File: config.mk
export PLATFORM = sky130hd
export DESIGN_NAME = mem_wb_stage_flat
export DESIGN_NICKNAME = d
export VERILOG_FILES = /design/src/rtl/mem_wb_stage_if.sv /design/src/rtl/mem_wb_stage.sv /design/src/flat_wrapper.sv
export SDC_FILE = /design/constraint.sdc
export NUM_CORES = 1
export LEC_CHECK = 0
export ABC_AREA = 1
export BUFFER_PORTS_ARGS = -buffer_cell sky130_fd_sc_hd__buf_2
export CAP_MARGIN = 15
export CORE_AREA = 2 2 141 143
export DETAILED_ROUTE_END_ITERATION = 10
export DIE_AREA = 0 0 143 145
export PLACE_DENSITY_LB_ADDON = 0.25
export SLEW_MARGIN = 15
export SYNTH_ARGS = -nofsm -noshare
export SYNTH_HDL_FRONTEND = slang
export SYNTH_SLANG_ARGS = --single-unit
File: constraint.sdc
create_clock -name clk -period 10.7 [get_ports clk]
set_input_delay 1.605 -clock clk [delete_from_list [all_inputs] [get_ports clk]]
set_output_delay 1.605 -clock clk [all_outputs]
set_load 0.01 [all_outputs]
File: src/rtl/mem_wb_stage_if.sv
// Memory bus between mem_wb_stage (master) and a memory responder (slave).
//   mem_req   master->slave  transfer request, held high for the whole transfer
//   mem_we    master->slave  1 = store, 0 = load
//   mem_addr  master->slave  transfer address
//   mem_wdata master->slave  store data
//   mem_rdata slave->master  load data, valid with mem_ack
//   mem_ack   slave->master  transfer complete, sampled on posedge
interface mem_wb_stage_if;
    localparam int unsigned DW = 32;

    logic          mem_req;
    logic          mem_we;
    logic [DW-1:0] mem_addr;
    logic [DW-1:0] mem_wdata;
    logic [DW-1:0] mem_rdata;
    logic          mem_ack;

    modport master (
        output mem_req, mem_we, mem_addr, mem_wdata,
        input  mem_rdata, mem_ack
    );

    modport slave (
        input  mem_req, mem_we, mem_addr, mem_wdata,
        output mem_rdata, mem_ack
    );
endinterface

File: src/rtl/mem_wb_stage.sv
// CPU32 back end: runs up to two memory transfers for an executed instruction,
// then writes the register file and updates the status register.
// Ports:
//   clk, rst              clock, async active-high reset
//   in_valid / in_ready   handshake for execute results (ready while idle)
//   r1, r2, cres, n..v,cc execute results, condition result, flags, status enable
//   m_a1/2, m_r1/2_op     per-slot memory address and op (1 = LD, 2 = ST)
//   r_a1/2, r_op          per-slot register write address and enables
//   bus                   memory bus master
//   rf_we/wa/wd 1/2       register file write ports, active only in WB
//   st                    status register {28'b0,n,z,c,v}
//   bus_err               sticky transfer-timeout flag
module mem_wb_stage #(
    parameter int unsigned TIMEOUT = 255
) (
    input  logic        clk,
    input  logic        rst,
    input  logic        in_valid,
    output logic        in_ready,
    input  logic [31:0] r1,
    input  logic [31:0] r2,
    input  logic        cres,
    input  logic        n,
    input  logic        z,
    input  logic        c,
    input  logic        v,
    input  logic        cc,
    input  logic [31:0] m_a1,
    input  logic [31:0] m_a2,
    input  logic [3:0]  m_r1_op,
    input  logic [3:0]  m_r2_op,
    input  logic [4:0]  r_a1,
    input  logic [4:0]  r_a2,
    input  logic [3:0]  r_op,
    mem_wb_stage_if.master bus,
    output logic        rf_we1,
    output logic        rf_we2,
    output logic [4:0]  rf_wa1,
    output logic [4:0]  rf_wa2,
    output logic [31:0] rf_wd1,
    output logic [31:0] rf_wd2,
    output logic [31:0] st,
    output logic        bus_err
);
    localparam int unsigned CNT_W = (TIMEOUT > 1) ? $clog2(TIMEOUT) : 1;
    localparam logic [3:0]  OP_LD = 4'h1;
    localparam logic [3:0]  OP_ST = 4'h2;

    typedef enum logic [1:0] {IDLE, MEM1, MEM2, WB} state_t;

    state_t           state;
    logic [31:0]      l_r1, l_r2, l_a1, l_a2;
    logic [3:0]       l_op1, l_op2, l_nzcv;
    logic [4:0]       l_ra1, l_ra2;
    logic [1:0]       l_rop;
    logic             l_cres, l_cc;
    logic             err1, err2;
    logic [CNT_W-1:0] cnt;
    logic             timeout_c;
    logic             we1_c;
    logic             unused_rop_hi;

    assign unused_rop_hi = ^r_op[3:2];

    function automatic logic is_mem(input logic [3:0] op);
        return (op == OP_LD) || (op == OP_ST);
    endfunction

    // Last allowed wait cycle of the current transfer; TIMEOUT==0 never expires.
    assign timeout_c = (TIMEOUT != 0) && (cnt == CNT_W'(TIMEOUT - 1));

    // Control FSM, operand latches, status register and error flag.
    always_ff @(posedge clk or posedge rst) begin
        if (rst) begin
            state   <= IDLE;
            l_r1    <= '0;
            l_r2    <= '0;
            l_a1    <= '0;
            l_a2    <= '0;
            l_op1   <= '0;
            l_op2   <= '0;
            l_nzcv  <= '0;
            l_ra1   <= '0;
            l_ra2   <= '0;
            l_rop   <= '0;
            l_cres  <= 1'b0;
            l_cc    <= 1'b0;
            err1    <= 1'b0;
            err2    <= 1'b0;
            cnt     <= '0;
            st      <= '0;
            bus_err <= 1'b0;
        end else begin
            case (state)
                IDLE: begin
                    if (in_valid) begin
                        l_r1   <= r1;
                        l_r2   <= r2;
                        l_a1   <= m_a1;
                        l_a2   <= m_a2;
                        l_op1  <= m_r1_op;
                        l_op2  <= m_r2_op;
                        l_nzcv <= {n, z, c, v};
                        l_ra1  <= r_a1;
                        l_ra2  <= r_a2;
                        l_rop  <= r_op[1:0];
                        l_cres <= cres;
                        l_cc   <= cc;
                        err1   <= 1'b0;
                        err2   <= 1'b0;
                        cnt    <= '0;
                        if (!cres)                state <= WB;
                        else if (is_mem(m_r1_op)) state <= MEM1;
                        else if (is_mem(m_r2_op)) state <= MEM2;
                        else                      state <= WB;
                    end
                end
                MEM1: begin
                    // ack wins over a simultaneous timeout
                    if (bus.mem_ack || timeout_c) begin
                        if (bus.mem_ack) begin
                            if (l_op1 == OP_LD) l_r1 <= bus.mem_rdata;
                        end else begin
                            err1    <= 1'b1;
                            bus_err <= 1'b1;
                        end
                        cnt   <= '0;
                        state <= is_mem(l_op2) ? MEM2 : WB;
                    end else begin
                        cnt <= cnt + CNT_W'(1);
                    end
                end
                MEM2: begin
                    if (bus.mem_ack || timeout_c) begin
                        if (bus.mem_ack) begin
                            if (l_op2 == OP_LD) l_r2 <= bus.mem_rdata;
                        end else begin
                            err2    <= 1'b1;
                            bus_err <= 1'b1;
                        end
                        cnt   <= '0;
                        state <= WB;
                    end else begin
                        cnt <= cnt + CNT_W'(1);
                    end
                end
                WB: begin
                    if (l_cc && l_cres) st <= {28'b0, l_nzcv};
                    state <= IDLE;
                end
                default: state <= IDLE;
            endcase
        end
    end

    // Bus and register-file outputs decoded purely from state and latches.
    always_comb begin
        in_ready      = (state == IDLE);
        bus.mem_req   = 1'b0;
        bus.mem_we    = 1'b0;
        bus.mem_addr  = '0;
        bus.mem_wdata = '0;
        we1_c         = 1'b0;
        rf_we1        = 1'b0;
        rf_we2        = 1'b0;
        rf_wa1        = '0;
        rf_wa2        = '0;
        rf_wd1        = '0;
        rf_wd2        = '0;
        case (state)
            MEM1: begin
                bus.mem_req   = 1'b1;
                bus.mem_we    = (l_op1 == OP_ST);
                bus.mem_addr  = l_a1;
                bus.mem_wdata = l_r1;
            end
            MEM2: begin
                bus.mem_req   = 1'b1;
                bus.mem_we    = (l_op2 == OP_ST);
                bus.mem_addr  = l_a2;
                bus.mem_wdata = l_r2;
            end
            WB: begin
                we1_c  = l_rop[0] && l_cres && !err1;
                rf_we1 = we1_c;
                // Slot 1 wins a same-register collision.
                rf_we2 = l_rop[1] && l_cres && !err2 && !(we1_c && (l_ra1 == l_ra2));
                rf_wa1 = l_ra1;
                rf_wa2 = l_ra2;
                rf_wd1 = l_r1;
                rf_wd2 = l_r2;
            end
            default: ;
        endcase
    end
endmodule

File: src/flat_wrapper.sv
// flat-port wrapper written by rule: the top's interface ports become plain ports
module mem_wb_stage_flat 
#(
    parameter int unsigned TIMEOUT = 255
)
  (clk, rst, in_valid, in_ready, r1, r2, cres, n, z, c, v, cc, m_a1, m_a2, m_r1_op, m_r2_op, r_a1, r_a2, r_op, rf_we1, rf_we2, rf_wa1, rf_wa2, rf_wd1, rf_wd2, st, bus_err, bus_mem_req, bus_mem_we, bus_mem_addr, bus_mem_wdata, bus_mem_rdata, bus_mem_ack);
  mem_wb_stage_if bus_i ();
  input  logic clk;
  input  logic rst;
  input  logic in_valid;
  output logic in_ready;
  input  logic [31:0] r1;
  input  logic [31:0] r2;
  input  logic cres;
  input  logic n;
  input  logic z;
  input  logic c;
  input  logic v;
  input  logic cc;
  input  logic [31:0] m_a1;
  input  logic [31:0] m_a2;
  input  logic [3:0] m_r1_op;
  input  logic [3:0] m_r2_op;
  input  logic [4:0] r_a1;
  input  logic [4:0] r_a2;
  input  logic [3:0] r_op;
  output logic rf_we1;
  output logic rf_we2;
  output logic [4:0] rf_wa1;
  output logic [4:0] rf_wa2;
  output logic [31:0] rf_wd1;
  output logic [31:0] rf_wd2;
  output logic [31:0] st;
  output logic bus_err;
  output wire logic [$bits(bus_i.mem_req)-1:0] bus_mem_req;
  output wire logic [$bits(bus_i.mem_we)-1:0] bus_mem_we;
  output wire logic [$bits(bus_i.mem_addr)-1:0] bus_mem_addr;
  output wire logic [$bits(bus_i.mem_wdata)-1:0] bus_mem_wdata;
  input wire logic [$bits(bus_i.mem_rdata)-1:0] bus_mem_rdata;
  input wire logic [$bits(bus_i.mem_ack)-1:0] bus_mem_ack;
  assign bus_mem_req = bus_i.mem_req;
  assign bus_mem_we = bus_i.mem_we;
  assign bus_mem_addr = bus_i.mem_addr;
  assign bus_mem_wdata = bus_i.mem_wdata;
  assign bus_i.mem_rdata = bus_mem_rdata;
  assign bus_i.mem_ack = bus_mem_ack;
  mem_wb_stage #(.TIMEOUT(TIMEOUT)) u_core (.clk(clk), .rst(rst), .in_valid(in_valid), .in_ready(in_ready), .r1(r1), .r2(r2), .cres(cres), .n(n), .z(z), .c(c), .v(v), .cc(cc), .m_a1(m_a1), .m_a2(m_a2), .m_r1_op(m_r1_op), .m_r2_op(m_r2_op), .r_a1(r_a1), .r_a2(r_a2), .r_op(r_op), .bus(bus_i), .rf_we1(rf_we1), .rf_we2(rf_we2), .rf_wa1(rf_wa1), .rf_wa2(rf_wa2), .rf_wd1(rf_wd1), .rf_wd2(rf_wd2), .st(st), .bus_err(bus_err));
endmodule
Word level (Yosys, flattened, before mapping)
Index checks and enable logic that the tools add are counted.

Bits in registers: 171. Input port bits: 192. Output and inout bits: 176.

Bitwise gates (word level): 1. Multiplexer cells: 36. $add $sub $neg: 1. Equal/unequal tests: 22. Reductions and logical operators: 28.

Operators with widths (number): two-way mux 32 bit (10); case mux 32 bit (2 select lines) (4); == test 4 x 1 -> 1 bit, second input constant (4); == test 4 x 2 -> 1 bit, second input constant (4); two-way mux 8 bit (2); case mux 8 bit (2 select lines) (1); two-way mux 2 bit (5); two-way mux 5 bit (2); != test 2 bit, second input constant (5); AND reduction 5 bit (2); adder 8 x 1 -> 8 bit, second input constant (1); == test 8 bit, second input constant (1); two-way mux 1 bit (8); != test 2 x 1 -> 1 bit, second input constant (4); case mux 2 bit (4 select lines) (1); AND reduction 4 bit (2); logical AND 1 bit (7); case mux 1 bit (2 select lines) (3); AND reduction 2 bit (3); AND reduction 3 bit (2); nonzero test 2 bit (3); == test 5 bit (1); == test 2 bit, second input constant (2); logical OR 1 bit (4); 5 further kinds (7).

Logic depth before layout (Yosys ltp)
Gate-level depths: netlist of run 1.

Depth after elaboration: 7. Depth in mapped cells: 12. Depth with buffers taken out: 10.

Worst setup path before layout of run 1
No wires, ideal clock.

Kind: reg-to-output. Start: register u_core.state[0]. End: output port bus_mem_addr[0]. Cell stages (with the launch flop): 7. Path slack: 7.516 ns. Data arrival time: 1.579 ns. Required time: 9.095 ns. Cells stage by stage: dfrtp_1 -> inv_1 -> ha_1 -> inv_1 -> clkbuf_1 -> clkbuf_1 -> a21oi_1.

Longest elaborated chain between the ends: 2. Elaborated cells on any way between the ends: 3.

Ends and longest elaborated chain: from (decl) (line mem_wb_stage.sv:51) `state_t state;`; from (signal assigned) (line mem_wb_stage.sv:128) `state <= is_mem(l_op2) ? MEM2 : WB;`; == test 2 bit / == test 2 x 1 -> 1 bit (equally long branches) (line mem_wb_stage.sv:170) `case (state)`; case mux 32 bit (2 select lines) * (line mem_wb_stage.sv:170); to (decl) (line flat_wrapper.sv:37) `output wire logic [$bits(bus_i.mem_addr)-1:0] bus_mem_addr;`.

Every way passes the cells marked *; elsewhere a longest branch is shown, timed or not.

Final worst setup path of run 1
Ends and elaborated chain as after synthesis.

==> results of run 1 <==
kinds of logic after synthesis:
family,count (synthesis),synth area share (%)
AOI/OAI and AO/OA,167,10.4
buffers and inverters,209,10.6
and+or+nand+nor,598,24.9
other,1,0.0403
muxes,64,6.88
adders and majority gates,6,0.807
xor gates and xnor gates,3,0.282
DFF,171,46.0
state kept, by name, summed over array words and instances, names as in the netlist, 4 cells and up:
register,flops
u_core.cnt,8
u_core.l_a1,32
u_core.l_a2,32
u_core.l_nzcv,4
u_core.l_op1,4
u_core.l_op2,4
u_core.l_r1,32
u_core.l_r2,32
u_core.l_ra1,5
u_core.l_ra2,5
u_core.st,4
routing by layer:
layer	global-route usage, %	wire length, µm	vias up
met3	7.19	2070	31
li1	-	-	4314
met2	44.4	13400	273
met1	32.6	11100	4032
met4	6.63	397	2
met5	0	11	-
power by group:
group          internal (mW)  switching, mW  total, mW
combinational          0.581           1.12       1.70
clock                  0.344          0.268      0.612
sequential             0.947          0.195       1.14
placed cells by master, fill, tap and decap left out, types with 2 or more instances in the layout:
cell	netlist	final
inv_1	108	106
buf_4	34	8
clkbuf_8	0	3
o31ai_1	2	2
inv_2	4	5
xor2_1	3	3
nor2_4	2	2
clkinvlp_4	0	3
ha_1	6	3
inv_6	0	4
dfrtp_1	171	171
clkinv_4	0	2
nand3_1	12	12
clkbuf_1	28	2
o21ai_0	47	47
o21ai_1	13	13
clkbuf_16	0	17
mux2i_1	64	64
nor3_1	3	3
nor2_1	23	23
nand4_1	2	2
a21oi_1	72	72
buf_2	24	337
conb_1	1	28
ha_4	0	2
nand2_1	549	549
o21ai_2	30	30
critical path, stage by stage, from the launching register on:
cell and delay [ps]:
dfrtp_1 440, inv_1 150, ha_4 490, buf_4 820, nand2_1 220, a21oi_1 330, buf_2 200
area by class of cell:
| type | count | area (µm²) | area share, % |
|---|---|---|---|
| Clock buffer | 22 | 474 | 4.11 |
| Sequential cell | 171 | 4280 | 37.1 |
| Tap cell | 265 | 332 | 2.88 |
| Inverter | 112 | 425 | 3.69 |
| Clock inverter | 10 | 108 | 0.933 |
| Timing Repair Buffer | 345 | 1750 | 15.1 |
| Multi-Input combinational cell | 866 | 4160 | 36.1 |
| Antenna cell | 1 | 2.50 | 0.0217 |
final timing paths:
path | start | end | slack (ps) | cells past startpoint
min reg2reg | u_core.bus_err$_DFFE_PP0P_ | u_core.bus_err$_DFFE_PP0P_ | 460 | 1
min | u_core.bus_err$_DFFE_PP0P_ | u_core.bus_err$_DFFE_PP0P_ | 460 | 1
min in group asynchronous | rst | u_core.l_a2[2]$_DFFE_PP0P_ | 1270 | 2
max reg2reg | u_core.state[0]$_DFFE_PP0P_ | u_core.l_r2[13]$_DFFE_PP0P_ | 7260 | 7
max | u_core.state[0]$_DFFE_PP0P_ | bus_mem_addr[0] | 5990 | 6
max in group asynchronous | rst | u_core.err1$_DFFE_PP0P_ | 8220 | 3
==> summary.md, run 1 <==
| Metric | Value |
|---|---|
| Status | complete, no violations |
| Die X-Extent | 143 µm |
| Placed cell areas | around 0.011 mm² |
| Cells after DPL | 1759 |
| Post-synth cell types | 34 |
| Setup TNS | 0 ps |
| Power Total | between 3 and 4 mW |
| Worst setup margin | approximately 6000 ps |
| Max-slew violations | 0 |
| Final Core Density | 60.0% |
| Syn. warnings | 0 |
| Routed Antenna Nets | 0 |
| Final Hold Fails | 0 |
| WL per Instance | between 15 and 20 µm |
| Post-Syn Area | 0.00931 mm² |
| CP Capture Type | output pin |
| Die H | between 100 and 150 µm |
| Layout Cells excl Fill | between 1.5k and 2k |
| Critical path launch point type | flip-flop |
| Fin crit share | 44.0% |
| DRT Wirelength | ~27000 µm |
| Max-slew headroom | roughly 30% |
| Drt pass-1 iters | 5 |
| Top-count cell post-synth | nand2_1 |
| Worst Skew | between 10 and 15 ps |
| CTS tree | done |
| Top cell type by total area after synthesis | dfrtp_1 |
| Top-area cell type share of the netlist area | 46.0% |
| Iteration-0 DRC Markers | 469 |
| Synth cell count leaders | nand2_1 (549), dfrtp_1 (171), inv_1 (108) |
| DIE AREA | 0.0207 mm² |
| Final nets | between 1.5k and 2k |
| Initial core utilization | around 48% |
| Fillers | 1811 |
| Drt drc | 0 |
| CTS sink cnt | 171 |
| Resized Gates After CTS | 0 |
| Share of cells above drive strength 1 | approximately 28% |
| Clock Latency Late Sink | ~420 ps |
| Register area share after synthesis | 46.0% |
| Async S/R FF share, synth | 100% |
| Pre-CTS setup slack | 6480 ps |
| GRT overflow | 0 |
| Cell area power density | 300 mW/mm² |
| Maxcap violations | 0 |
| Mapped Cells | 1219 |
| Hold_buf cts | 0 |
| Synth top area cells | dfrtp_1 (46%), nand2_1 (22%), mux2i_1 (6.9%) |
| Antenna violations before repair | 2 |
| Avg Inst Size Synth | 7.63 µm² |
| Fmax | 0.212 GHz |
| Detail Placement HPWL | 18500 µm |
| Setup bufs post-CTS | 0 |
| Fin crit period | 4710 ps |
| Core ar. | between 0.015 and 0.02 mm² |
| Port-buffer cells | 337 |
| Leakage | 6.67 nW |
| Root Buffer | clkbuf_16 |
| Non-Filler Cell Area, Final | 0.0115 mm² |
| Vias in the first global route | 8505 |
| P&R area growth vs syn | 23.9% |
| Hold WS | around 460 ps |
| H-tree Lvls | 4 |
| RSZ-0062 raised after global routing | no |
| Kind of critical path | reg2out |
| FF+latch count, synth | about 170 |
| Via density per instance | 4.83 |
| Post-synth EDFFs | 0 |
| RePlAce Congestion | about 0.84 |
| CP Data Arrival Time | about 3100 ps |
| Largest net degree at the start of global routing | a little under 100 |
| Clk slew on worst S/H paths | 60 ps |
| Num CTS Buffers | 17 |
| Clk buf depth | 2 |
| IO Count | 368 |
| Max IR drop VDD | 0.143 mV |
| Setup violators final | 0 |
| Worst endpoint required time | around 9000 ps |
| GRT Util Overall | a little over a quarter |
| Main synth FF type | dfrtp_1 |
| Via Count | 8652 |
| First-pass GRT wire length | approximately 43000 µm |
| FP Rows | 51 |
| Worst hold path class | reg2reg |
| Tightest Pin Transition | 1050 ps |
| Crit Path Max Fanout | 66 |
(Power assumes the default switching activity.)
==> inputs of run 2 (changes only) <==
- ABC_AREA: 1 -> 0
- CORE_AREA: 2 2 141 143 -> not set
- CORE_MARGIN: not set -> 2
- CORE_UTILIZATION: not set -> 45
- DIE_AREA: 0 0 143 145 -> not set
- clock period: 10.7 -> 4.1 ns (I/O delays scaled with it)
==> run 2 against run 1 <==
Setup slack worse by 4900 ps; die area up 4.0%; clock skew down 1.4 ps; flip-flop and latch count unchanged; first-iteration DRC count down 42%; wire length down 10%; highest routed layer is now met4.
==> summary.md, run 2 <==
| Metric | Value |
|---|---|
| Routed length on met2 | 12100 µm |
| Worst Skew | 9.94 ps |
| WL per Instance | 17.3 µm |
| Post-Syn Area | approximately 0.009 mm² |
| Routed Antenna Nets | 0 |
| Setup violators final | 0 |
| CTS tree | done |
| GRT overflow | 0 |
| Setup bufs post-CTS | 0 |
| Clock Latency Late Sink | 420 ps |
| Hold WS | around 360 ps |
| Mapped Cells | 812 |
| Num CTS Buffers | 17 |
| Fin crit period | 3020 ps |
| Worst endpoint required time | roughly 3500 ps |
| Metal-1 WL | 10100 µm |
| Avg Inst Size Synth | 11.3 µm² |
| Setup TNS | 0 ps |
| FF+latch count, synth | ~170 |
| Clk slew on worst S/H paths | 70 ps |
| Max-slew violations | 0 |
| Seq pwr share | 31.8% |
| Tightest Pin Transition | 1030 ps |
| Synth cell count leaders | dfrtp_1 (171), mux2_2 (158), and2_1 (74) |
| Gate power share | 52.4% |
| Clock power share | between 10% and 20% |
| Clk buf depth | 2 |
| Drt drc | 0 |
| Antenna violations before repair | 1 |
| Max IR drop VDD | about 0.39 mV |
| FP Rows | 52 |
| Drt pass-1 iters | 5 |
| CP Data Arrival Time | 2400 ps |
| Final Hold Fails | 0 |
| Status | complete, no violations |
| Simple-gate area share of the yosys netlist | 12.1% |
| Top Metal Used | met4 |
| Core ar. | 0.0201 mm² |
| Final nets | 1312 |
| Sw Pwr | approximately 3.9 mW |
| Worst hold path class | in2async |
| XOR/XNOR share of the synthesized area | 1.33% |
| First-pass GRT wire length | 38000 µm |
| Top-count cell post-synth | dfrtp_1 |
| Resized Gates After CTS | 0 |
| Root Buffer | clkbuf_16 |
| Post-synth cell types | 40 |
| Syn. warnings | 0 |
| Synth Area in Compound Gates | between 10% and 20% |
| Max-slew headroom | 31.6% |
| Die X-Extent | 147 µm |
| Fmax | about 0.33 GHz |
| Top cell type by total area after synthesis | dfrtp_1 |
| Via density per instance | 5.19 |
| Largest net degree at the start of global routing | approximately 170 |
| IO Count | 368 |
| Sw Share | 39.9% |
| Largest family of logic cells by synthesized area | multiplexers |
| Async S/R FF share, synth | between 90% and 100% |
| P&R area growth vs syn | 26.0% |
| Maxcap violations | 0 |
| Commonest cells after routing, fill and taps aside | buf_2 (337), dfrtp_1 (171), mux2_2 (158) |
| Fin crit share | 73.6% |
| Leakage | 5.46 nW |
| DR WL met3 | about 1400 µm |
| Worst setup margin | approximately 1100 ps |
| Main synth FF type | dfrtp_1 |
| P_int | 5.82 mW |
| Detail Placement HPWL | 16600 µm |
| DIE AREA | around 0.022 mm² |
| Port-buffer cells | between 300 and 400 |
| RePlAce Congestion | a little over 0.8 |
| Kind of critical path | reg2out |
| Commonest non-fill, non-tap cell in the layout | buf_2 |
| Iteration-0 DRC Markers | approximately 270 |
| Die H | roughly 150 µm |
| Synth Area in Adders | less than 1% |
| Critical path launch point type | flip-flop |
| Top-area cell type share of the netlist area | 46.6% |
| Crit Path Max Fanout | 42 |
| Pre-CTS setup slack | 1490 ps |
| Synth top area cells | dfrtp_1 (47%), mux2_2 (19%), a22oi_1 (5.2%) |
| Initial core utilization | 45.7% |
| Vias in the first global route | 7127 |
| Share of cells above drive strength 1 | approximately half |
| CP Capture Type | output pin |
| Mux contribution to synthesized area | between 20% and 30% |
| DRT Wirelength | 24200 µm |
| RSZ-0062 raised after global routing | no |
| Power Total | 9.69 mW |
| Cell area power density | 837 mW/mm² |
| Register area share after synthesis | 46.6% |
| H-tree Lvls | 4 |
| Final Core Density | 57.6% |
| CTS sink cnt | 171 |
| Via Count | 7256 |
| Hold_buf cts | 0 |
| GRT Util Overall | roughly 22% |
| Post-synth EDFFs | 0 |
-- run 2: layout make-up --
class                           count  area (µm²)
Tap cell                          270         338
Fill cell                        1818        8530
Timing Repair Buffer              348        1820
Clock inverter                     13         110
Antenna cell                        1        2.50
Sequential cell                   171        4280
Clock buffer                       19         443
Inverter                            5        22.5
Multi-Input combinational cell    571        4560
-- run 2: path summary, 6_finish.rpt --
path                                             start                     endpoint  slack (ps)  cells past startpoint
min in group clk                              m_a1[11]  u_core.l_a1[11]$_DFFE_PP0P_         420                      2
hold / removal                                     rst   u_core.l_r2[0]$_DFFE_PP0P_         360                      3
setup / recovery           u_core.state[0]$_DFFE_PP0P_             bus_mem_addr[14]        1080                      6
max in group asynchronous                          rst    u_core.cnt[2]$_DFFE_PP0P_        2910                      3
hold reg to reg             u_core.bus_err$_DFFE_PP0P_   u_core.bus_err$_DFFE_PP0P_         460                      1
setup reg to reg           u_core.state[0]$_DFFE_PP0P_  u_core.l_ra2[3]$_DFFE_PP0P_        1580                      5
-- run 2: power groups by stage --
stage	Clock [mW]	Combinational [mW]	Sequential [mW]
after global placement	0	5.08	3.06
after global routing	1.63	5.54	3.19
after detailed placement	0	5.14	3.10
after CTS	1.56	5.15	3.08
after floorplan	0	3.61	2.92
final	1.52	5.08	3.08
-- run 2: metal layers --
metal / vias up / global-route usage (%)
li1: 3442 / -
met1: 3537 / 28.0
met2: 238 / 37.8
met3: 39 / 4.91
met4: 0 / 7.48
met5: - / 0
-- run 2: kinds of logic after synthesis --
logic type,count (synthesis)
buf+inv,97
xor+xnor,14
other cells,1
fa+ha+maj,6
flops,171
compound gates,142
simple gates,187
mux,194
-- run 2: critical path, cell delays in order (launching register included) --
cell and delay [ps]:
dfrtp_1 440, inv_1 150, ha_4 550, buf_4 370, a22oi_1 150, nor2b_1 150
buf_2 150
-- run 2: per-stage QoR --
| stage | instance area (µm²) | cells |
|---|---|---|
| after global routing | 11600 | 1398 |
| after CTS | 11600 | 1397 |
| final | 11600 | 1398 |
| after global placement | 11000 | 1365 |
| after floorplan | 9290 | 839 |
| after detailed placement | 11000 | 1365 |
